`config.mk`:
```
export PLATFORM = sky130hd
export DESIGN_NAME = squeeze_ctrl_flat
export DESIGN_NICKNAME = d
export VERILOG_FILES = /design/src/rtl/squeeze_ctrl_if.sv /design/src/rtl/squeeze_ctrl.sv /design/src/flat_wrapper.sv
export SDC_FILE = /design/constraint.sdc
export NUM_CORES = 1
export LEC_CHECK = 0
export BUFFER_PORTS_ARGS = -buffer_cell sky130_fd_sc_hd__buf_2
export CAP_MARGIN = 25
export CORE_MARGIN = 4
export CORE_UTILIZATION = 30
export CTS_CLUSTER_DIAMETER = 80
export DETAILED_ROUTE_END_ITERATION = 8
export GPL_TIMING_DRIVEN = 0
export SETUP_SLACK_MARGIN = 0.15
export SYNTH_ARGS = -nofsm -noshare
export SYNTH_HDL_FRONTEND = slang
export SYNTH_SLANG_ARGS = --single-unit
export TNS_END_PERCENT = 20
```
`constraint.sdc`:
```
create_clock -name clk -period 14.6 [get_ports clk]
set_input_delay 2.19 -clock clk [delete_from_list [all_inputs] [get_ports clk]]
set_output_delay 2.19 -clock clk [all_outputs]
set_load 0.005 [all_outputs]
```
`src/rtl/squeeze_ctrl_if.sv`:
```
// Output beat stream of the squeeze sequencer: control side of an AXI-Stream beat.
// Data is wired separately from the squeeze unit, so only valid/ready/keep/last live here.
interface squeeze_ctrl_if #(
  parameter int KEEP_W = 32
);
  logic              tvalid;
  logic              tready;
  logic [KEEP_W-1:0] tkeep;
  logic              tlast;

  modport master (output tvalid, tkeep, tlast, input tready);
  modport slave  (input tvalid, tkeep, tlast, output tready);
endinterface

```
`src/rtl/squeeze_ctrl.sv`:
```
// Squeeze-phase sequencer: walks the rate block in 32-byte windows, requests a
// permutation when the block is drained and ends the stream at the output length.
module squeeze_ctrl #(
  parameter int MAX_OUTPUT_DWIDTH = 256,
  parameter int RATE_WIDTH        = 11,
  parameter int LEN_WIDTH         = 32,
  parameter int MODE_SEL_WIDTH    = 2
) (
  input  logic                      clk,
  input  logic                      rst_n,
  input  logic                      start_i,
  input  logic [MODE_SEL_WIDTH-1:0] keccak_mode_i,
  input  logic [RATE_WIDTH-1:0]     rate_i,
  input  logic [LEN_WIDTH-1:0]      out_len_i,
  input  logic                      stop_i,
  output logic                      perm_start_o,
  input  logic                      perm_done_i,
  output logic [RATE_WIDTH-1:0]     bytes_squeezed_o,
  squeeze_ctrl_if.master            m_axis,
  output logic                      busy_o,
  output logic                      done_o
);
  localparam int BEAT_B = MAX_OUTPUT_DWIDTH / 8;
  localparam int BW     = $clog2(BEAT_B + 1);

  localparam logic [MODE_SEL_WIDTH-1:0] MODE_SHA3_256 = MODE_SEL_WIDTH'(0);
  localparam logic [MODE_SEL_WIDTH-1:0] MODE_SHA3_512 = MODE_SEL_WIDTH'(1);
  localparam logic [MODE_SEL_WIDTH-1:0] MODE_SHAKE128 = MODE_SEL_WIDTH'(2);
  localparam logic [MODE_SEL_WIDTH-1:0] MODE_SHAKE256 = MODE_SEL_WIDTH'(3);

  localparam logic [BW-1:0]         BEAT_FULL = BW'(BEAT_B);
  localparam logic [RATE_WIDTH-1:0] BEAT_OFF  = RATE_WIDTH'(BEAT_B);
  localparam logic [RATE_WIDTH:0]   BEAT_R    = (RATE_WIDTH+1)'(BEAT_B);

  typedef enum logic [2:0] {S_IDLE, S_OUTPUT, S_PERMUTE, S_DRAIN, S_DONE} state_t;

  state_t                    state_q, state_d;
  logic [MODE_SEL_WIDTH-1:0] mode_q, mode_d;
  logic [RATE_WIDTH-1:0]     rate_q, rate_d;
  logic [LEN_WIDTH-1:0]      len_q, len_d;
  logic [RATE_WIDTH-1:0]     off_q, off_d;
  logic [LEN_WIDTH:0]        total_q, total_d;
  logic                      perm_req_q, perm_req_d;

  logic [RATE_WIDTH-1:0] rate_bytes;
  logic                  unlimited;
  logic [LEN_WIDTH:0]    target;
  logic [RATE_WIDTH:0]   rate_left;
  logic [LEN_WIDTH:0]    len_left;
  logic [BW-1:0]         beat;
  logic [BEAT_B:0]       keep_ext;
  logic                  last_beat;
  logic                  drained;
  logic                  hs;

  // Beat geometry is a pure function of registered state, so it holds while stalled.
  always_comb begin
    rate_bytes = rate_q >> 3;
    unlimited  = (mode_q == MODE_SHAKE128 || mode_q == MODE_SHAKE256) && (len_q == '0);
    case (mode_q)
      MODE_SHA3_256: target = (LEN_WIDTH+1)'(32);
      MODE_SHA3_512: target = (LEN_WIDTH+1)'(64);
      default:       target = {1'b0, len_q};
    endcase
    rate_left = {1'b0, rate_bytes} - {1'b0, off_q};
    len_left  = target - total_q;
    beat      = BEAT_FULL;
    if (rate_left < BEAT_R) beat = BW'(rate_left);
    if (!unlimited && len_left < (LEN_WIDTH+1)'(beat)) beat = BW'(len_left);
    keep_ext  = ((BEAT_B+1)'(1) << beat) - (BEAT_B+1)'(1);
    last_beat = !unlimited && ((total_q + (LEN_WIDTH+1)'(beat)) >= target);
    drained   = ({1'b0, off_q} + BEAT_R) >= {1'b0, rate_bytes};
    hs        = (state_q == S_OUTPUT) && m_axis.tready;
  end

  always_ff @(posedge clk) begin
    if (!rst_n) begin
      state_q    <= S_IDLE;
      mode_q     <= '0;
      rate_q     <= '0;
      len_q      <= '0;
      off_q      <= '0;
      total_q    <= '0;
      perm_req_q <= 1'b0;
    end else begin
      state_q    <= state_d;
      mode_q     <= mode_d;
      rate_q     <= rate_d;
      len_q      <= len_d;
      off_q      <= off_d;
      total_q    <= total_d;
      perm_req_q <= perm_req_d;
    end
  end

  always_comb begin
    state_d = state_q;
    case (state_q)
      S_IDLE:   if (start_i) state_d = S_OUTPUT;
      S_OUTPUT: begin
        if (stop_i)         state_d = S_IDLE;
        else if (hs) begin
          if (last_beat)    state_d = S_DONE;
          else if (drained) state_d = S_PERMUTE;
        end
      end
      // A stop coinciding with perm_done has nothing left to drain.
      S_PERMUTE: begin
        if (perm_done_i) state_d = stop_i ? S_IDLE : S_OUTPUT;
        else if (stop_i) state_d = S_DRAIN;
      end
      S_DRAIN:  if (perm_done_i) state_d = S_IDLE;
      S_DONE:   state_d = S_IDLE;
      default:  state_d = S_IDLE;
    endcase
  end

  always_comb begin
    mode_d     = mode_q;
    rate_d     = rate_q;
    len_d      = len_q;
    off_d      = off_q;
    total_d    = total_q;
    perm_req_d = (state_d == S_PERMUTE) && (state_q != S_PERMUTE);
    if (state_q == S_IDLE && start_i) begin
      mode_d  = keccak_mode_i;
      rate_d  = rate_i;
      len_d   = out_len_i;
      off_d   = '0;
      total_d = '0;
    end
    if (hs) begin
      total_d = total_q + (LEN_WIDTH+1)'(beat);
      if (!stop_i && !last_beat) off_d = drained ? '0 : off_q + BEAT_OFF;
    end
    if (state_d == S_IDLE) off_d = '0;
  end

  always_comb begin
    m_axis.tvalid    = (state_q == S_OUTPUT);
    m_axis.tkeep     = m_axis.tvalid ? keep_ext[BEAT_B-1:0] : '0;
    m_axis.tlast     = m_axis.tvalid && last_beat;
    perm_start_o     = (state_q == S_PERMUTE) && perm_req_q;
    bytes_squeezed_o = off_q;
    busy_o           = (state_q != S_IDLE);
    done_o           = (state_q == S_DONE);
  end
endmodule

```
`src/flat_wrapper.sv`:
```
// flat-port wrapper written by rule: the top's interface ports become plain ports
module squeeze_ctrl_flat 
#(
  parameter int MAX_OUTPUT_DWIDTH = 256,
  parameter int RATE_WIDTH        = 11,
  parameter int LEN_WIDTH         = 32,
  parameter int MODE_SEL_WIDTH    = 2
)
  (clk, rst_n, start_i, keccak_mode_i, rate_i, out_len_i, stop_i, perm_start_o, perm_done_i, bytes_squeezed_o, busy_o, done_o, m_axis_tvalid, m_axis_tkeep, m_axis_tlast, m_axis_tready);
  squeeze_ctrl_if #(.KEEP_W((32))) m_axis_i ();
  input  logic clk;
  input  logic rst_n;
  input  logic start_i;
  input  logic [MODE_SEL_WIDTH-1:0] keccak_mode_i;
  input  logic [RATE_WIDTH-1:0] rate_i;
  input  logic [LEN_WIDTH-1:0] out_len_i;
  input  logic stop_i;
  output logic perm_start_o;
  input  logic perm_done_i;
  output logic [RATE_WIDTH-1:0] bytes_squeezed_o;
  output logic busy_o;
  output logic done_o;
  output wire logic [$bits(m_axis_i.tvalid)-1:0] m_axis_tvalid;
  output wire logic [$bits(m_axis_i.tkeep)-1:0] m_axis_tkeep;
  output wire logic [$bits(m_axis_i.tlast)-1:0] m_axis_tlast;
  input wire logic [$bits(m_axis_i.tready)-1:0] m_axis_tready;
  assign m_axis_tvalid = m_axis_i.tvalid;
  assign m_axis_tkeep = m_axis_i.tkeep;
  assign m_axis_tlast = m_axis_i.tlast;
  assign m_axis_i.tready = m_axis_tready;
  squeeze_ctrl #(.MAX_OUTPUT_DWIDTH(MAX_OUTPUT_DWIDTH), .RATE_WIDTH(RATE_WIDTH), .LEN_WIDTH(LEN_WIDTH), .MODE_SEL_WIDTH(MODE_SEL_WIDTH)) u_core (.clk(clk), .rst_n(rst_n), .start_i(start_i), .keccak_mode_i(keccak_mode_i), .rate_i(rate_i), .out_len_i(out_len_i), .stop_i(stop_i), .perm_start_o(perm_start_o), .perm_done_i(perm_done_i), .bytes_squeezed_o(bytes_squeezed_o), .m_axis(m_axis_i), .busy_o(busy_o), .done_o(done_o));
endmodule
```
==> impl_metrics.toml <==
[detailed_routing]
drcViolationCount = 0
drtIter0Drc = 877
viasPerCell = 5.47
wl_per_cell_um = 18.4
drtPass1Iterations = 6
num_vias = 10870
postRouteAntennaNets = 0
wirelength_um = 36500

[min_path]
hp-start = "u_core.len_q[29]"
hold_class = "reg2reg"
holdPathEnd = "u_core.len_q[29]"
hold_depth = 2

[power_and_ir_drop]
power_frac_clock_pct = 24.3
pwr-share-comb_pct = 49.4
power_density_nw_per_um2 = 89.2
peakVddDrop_mv = 0.0665
internal-power_w = 0.000579
power_switching_share_pct = 43.5
power.switching_w = 0.000445
leakagePower_nw = 4.99
p_seq_share_pct = 26.3

[placed_design]
port_buffers = 95
hpwlAfterDp_um = 29700
gp_congestion = 0.966

[floorplanning]
dieArea_um2 = 36800
rows = 67
die_w_um = 192
dieHeight_um = 192
start_util_pct = 30.3
core-area_um2 = 33400
num_io_pins = 99

[timing]
post-route-min-period_ps = 13690
whs_ps = 486
slew_viol_final = 0
max_freq_ghz = 0.0730
report.final.hold_viol_count = 0
final-setup-viol-count = 0
period_share_pct = 93.8
rsz0062_at_grt = "no"
fin_setup_tns_ps = 0
worst_slew_pin_slew_ps = 939
clock_skew_ps = 13.0
slew_headroom_pct = 37.2

[synthesis]
synth_top_family_by_area = "simple AND/OR/NAND/NOR gates"
netlist_instances = 1429
synth_cell_types = 92
seq_area_frac_synth_pct = 17.8
muxShareOfSynthArea_pct = 3.48
avgSynthCellArea_um2 = 7.09
netlist_area_um2 = 10100
async_reset_ff_share_pct = 0
synth_warnings = 0
ys_ff_latch = 90
synthSimpleGateAreaFrac_pct = 28.8
synthesis.nets = 1577
synth_adder_area_share_pct = 12.2
synth_xor_xnor_area_share_pct = 4.84
synth_top_flop_cell = "dfxtp_1"
yosysTopAreaCellShare_pct = 17.8
synth_compound_area_share_pct = 25.5
synth_edf_count = 0
ys_top_cells_by_area = "dfxtp_1 (18%), ha_1 (12%), nand2_1 (8.4%)"
synth_area_leader_cell = "dfxtp_1"

[clock_tree]
cts-hold-fix-buffers = 0
cts.repair.resized = 0
cts_made_buffers = 9
post_cts_buffers = 0
clock_latency_ps = 370
path_clk_slew_ps = 70
cts_max_level = 3
cts_max_path_buffers = 2
cts_tree = "yes"
cts_root_buf = "clkbuf_16"
clock-sinks = 90

[flow_run]
drv_cap = 0

[worst_setup_path]
r2r_slack_ps = 2970
endpoint_kind = "output pin"
cp_common_cell = "a21oi_1"
crit-reg2reg-launch = "u_core.bytes_squeezed_o[4]"
arrival_ps = 11500
path_buf_inv = 8
cp_data_required_time_ps = 12410
slowest_stage = "or4_1"
crit_path_start_kind = "flop"
cpPeakStageDelay_ps = 510
critical_path_class = "reg2out"
r2r_cells = 47
crit_fanout = 10
cp_top_family = "simple AND/OR/NAND/NOR gates"
timing.rr.end = "u_core.bytes_squeezed_o[4]"

[outcome]
status = "finished clean"

[global_routing]
overflow = 0
use_met3_pct = 3.09
grt_pass1_vias = 10283
antenna_found_initial = 0
grt_max_degree = 17
met2_usage_pct = 30.9
use_met1_pct = 26.9
grt_pass1_wl_um = 57400
grt_use_total_pct = 19.5
grt.busiest_layer = "met2"

[layout]
n_antenna_cell = 0
mostFrequentLayoutCell = "nand2_1"
layout_common_cells = "nand2_1 (226), buf_2 (109), inv_1 (107)"
drive_gt1_share_pct = 11.2
nets = 1683
areaGrowthSynthToFinish_pct = 13.3
worst register-to-register path, delay by kind of cell (launching register included):
kind,cells,cell delay (ps)
and+or+nand+nor,19,4690
AOI/OAI and AO/OA,16,3130
buffers and inverters,7,1990
adders and majority gates,4,1090
DFF,1,360
xor gates and xnor gates,1,220
state kept, by name, indices dropped and copies added (netlist names):
signal / count
u_core.perm_req_q: 1
u_core.state_q: 3
u_core.len_q: 32
u_core.total_q: 33
u_core.mode_q: 2
u_core.rate_q: 8
u_core.bytes_squeezed_o: 11
cell usage after synthesis (4+ instances only):
cell / n
nand2_1: 226
inv_1: 107
ha_1: 94
nor2_1: 94
dfxtp_1: 90
a21oi_1: 88
clkbuf_1: 57
o21ai_0: 50
a21boi_0: 48
nand3_1: 46
xnor2_1: 43
nor2b_1: 38
nor3_1: 35
nand4_1: 34
mux2i_1: 26
a21o_1: 25
a22oi_1: 23
and2_1: 20
nor4_1: 17
o21a_1: 15
buf_2: 14
nand2b_1: 14
xor2_1: 13
a211oi_1: 12
o211ai_1: 12
a31oi_1: 11
and3_1: 11
o21ai_1: 10
o31ai_1: 9
or3_1: 9
and4_1: 7
o2111ai_1: 7
a211o_1: 6
mux2_2: 6
nor3b_1: 6
nand3b_1: 5
a311oi_1: 4
nor4b_1: 4
o2111a_1: 4
o211a_1: 4
power by group through the flow:
stage / sequential (W) / clock, W / combinational (W)
after floorplan: 0.000270 / 0 / 0.000347
after global placement: 0.000274 / 0 / 0.000497
after detailed placement: 0.000274 / 0 / 0.000498
after CTS: 0.000269 / 0.000254 / 0.000501
after global routing: 0.000270 / 0.000263 / 0.000556
final: 0.000269 / 0.000249 / 0.000506
cell families after synthesis:
group	count (synthesis)
AO/OA/AOI/OAI	374
XOR/XNOR	56
adder cells (fa/ha/maj)	97
buffers and inverters	188
flip-flops	90
multiplexers	34
AND/OR/NAND/NOR	590
per-stage QoR:
step                      instance area (um^2)  std cells  worst slack [ps]  total power (W)  util, %
final                                    11500       1988               909          0.00102     34.3
after global placement                   11200       1972              1160         0.000770     33.4
after CTS                                11500       1988               588          0.00102     34.3
after detailed placement                 11200       1972              1080         0.000772     33.4
after global routing                     11500       1988               274          0.00109     34.3
after floorplan                          10100       1429              3650         0.000617        -
worst max-delay path by stage:
stage / to / slack (ps) / cells after the start / from
finish: m_axis_tlast / 910 / 46 / u_core.bytes_squeezed_o[4]
floorplan: m_axis_tlast / 3650 / 45 / u_core.bytes_squeezed_o[4]
CTS: m_axis_tlast / 590 / 46 / u_core.bytes_squeezed_o[4]
detailed placement: m_axis_tlast / 1080 / 46 / u_core.bytes_squeezed_o[4]
global placement: m_axis_tlast / 1160 / 46 / u_core.bytes_squeezed_o[4]
global route: m_axis_tlast / 270 / 46 / u_core.bytes_squeezed_o[4]
layer usage:
metal  wire, um  up-vias
met2      15900      435
met1      16700     5045
met5          0        -
met3       2590       84
li1           -     5306
met4       1310        0
cell type report:
class                      count  area, um^2
tap                          448         561
clock inverter                 6        73.8
multi-input combinational   1151        7590
buffer                        77         338
clock buffer                  10         229
fill                        3613       22000
inverter                     111         417
sequential                    90        1800
timing repair buffer          95         475
(Power assumes the default switching activity.)
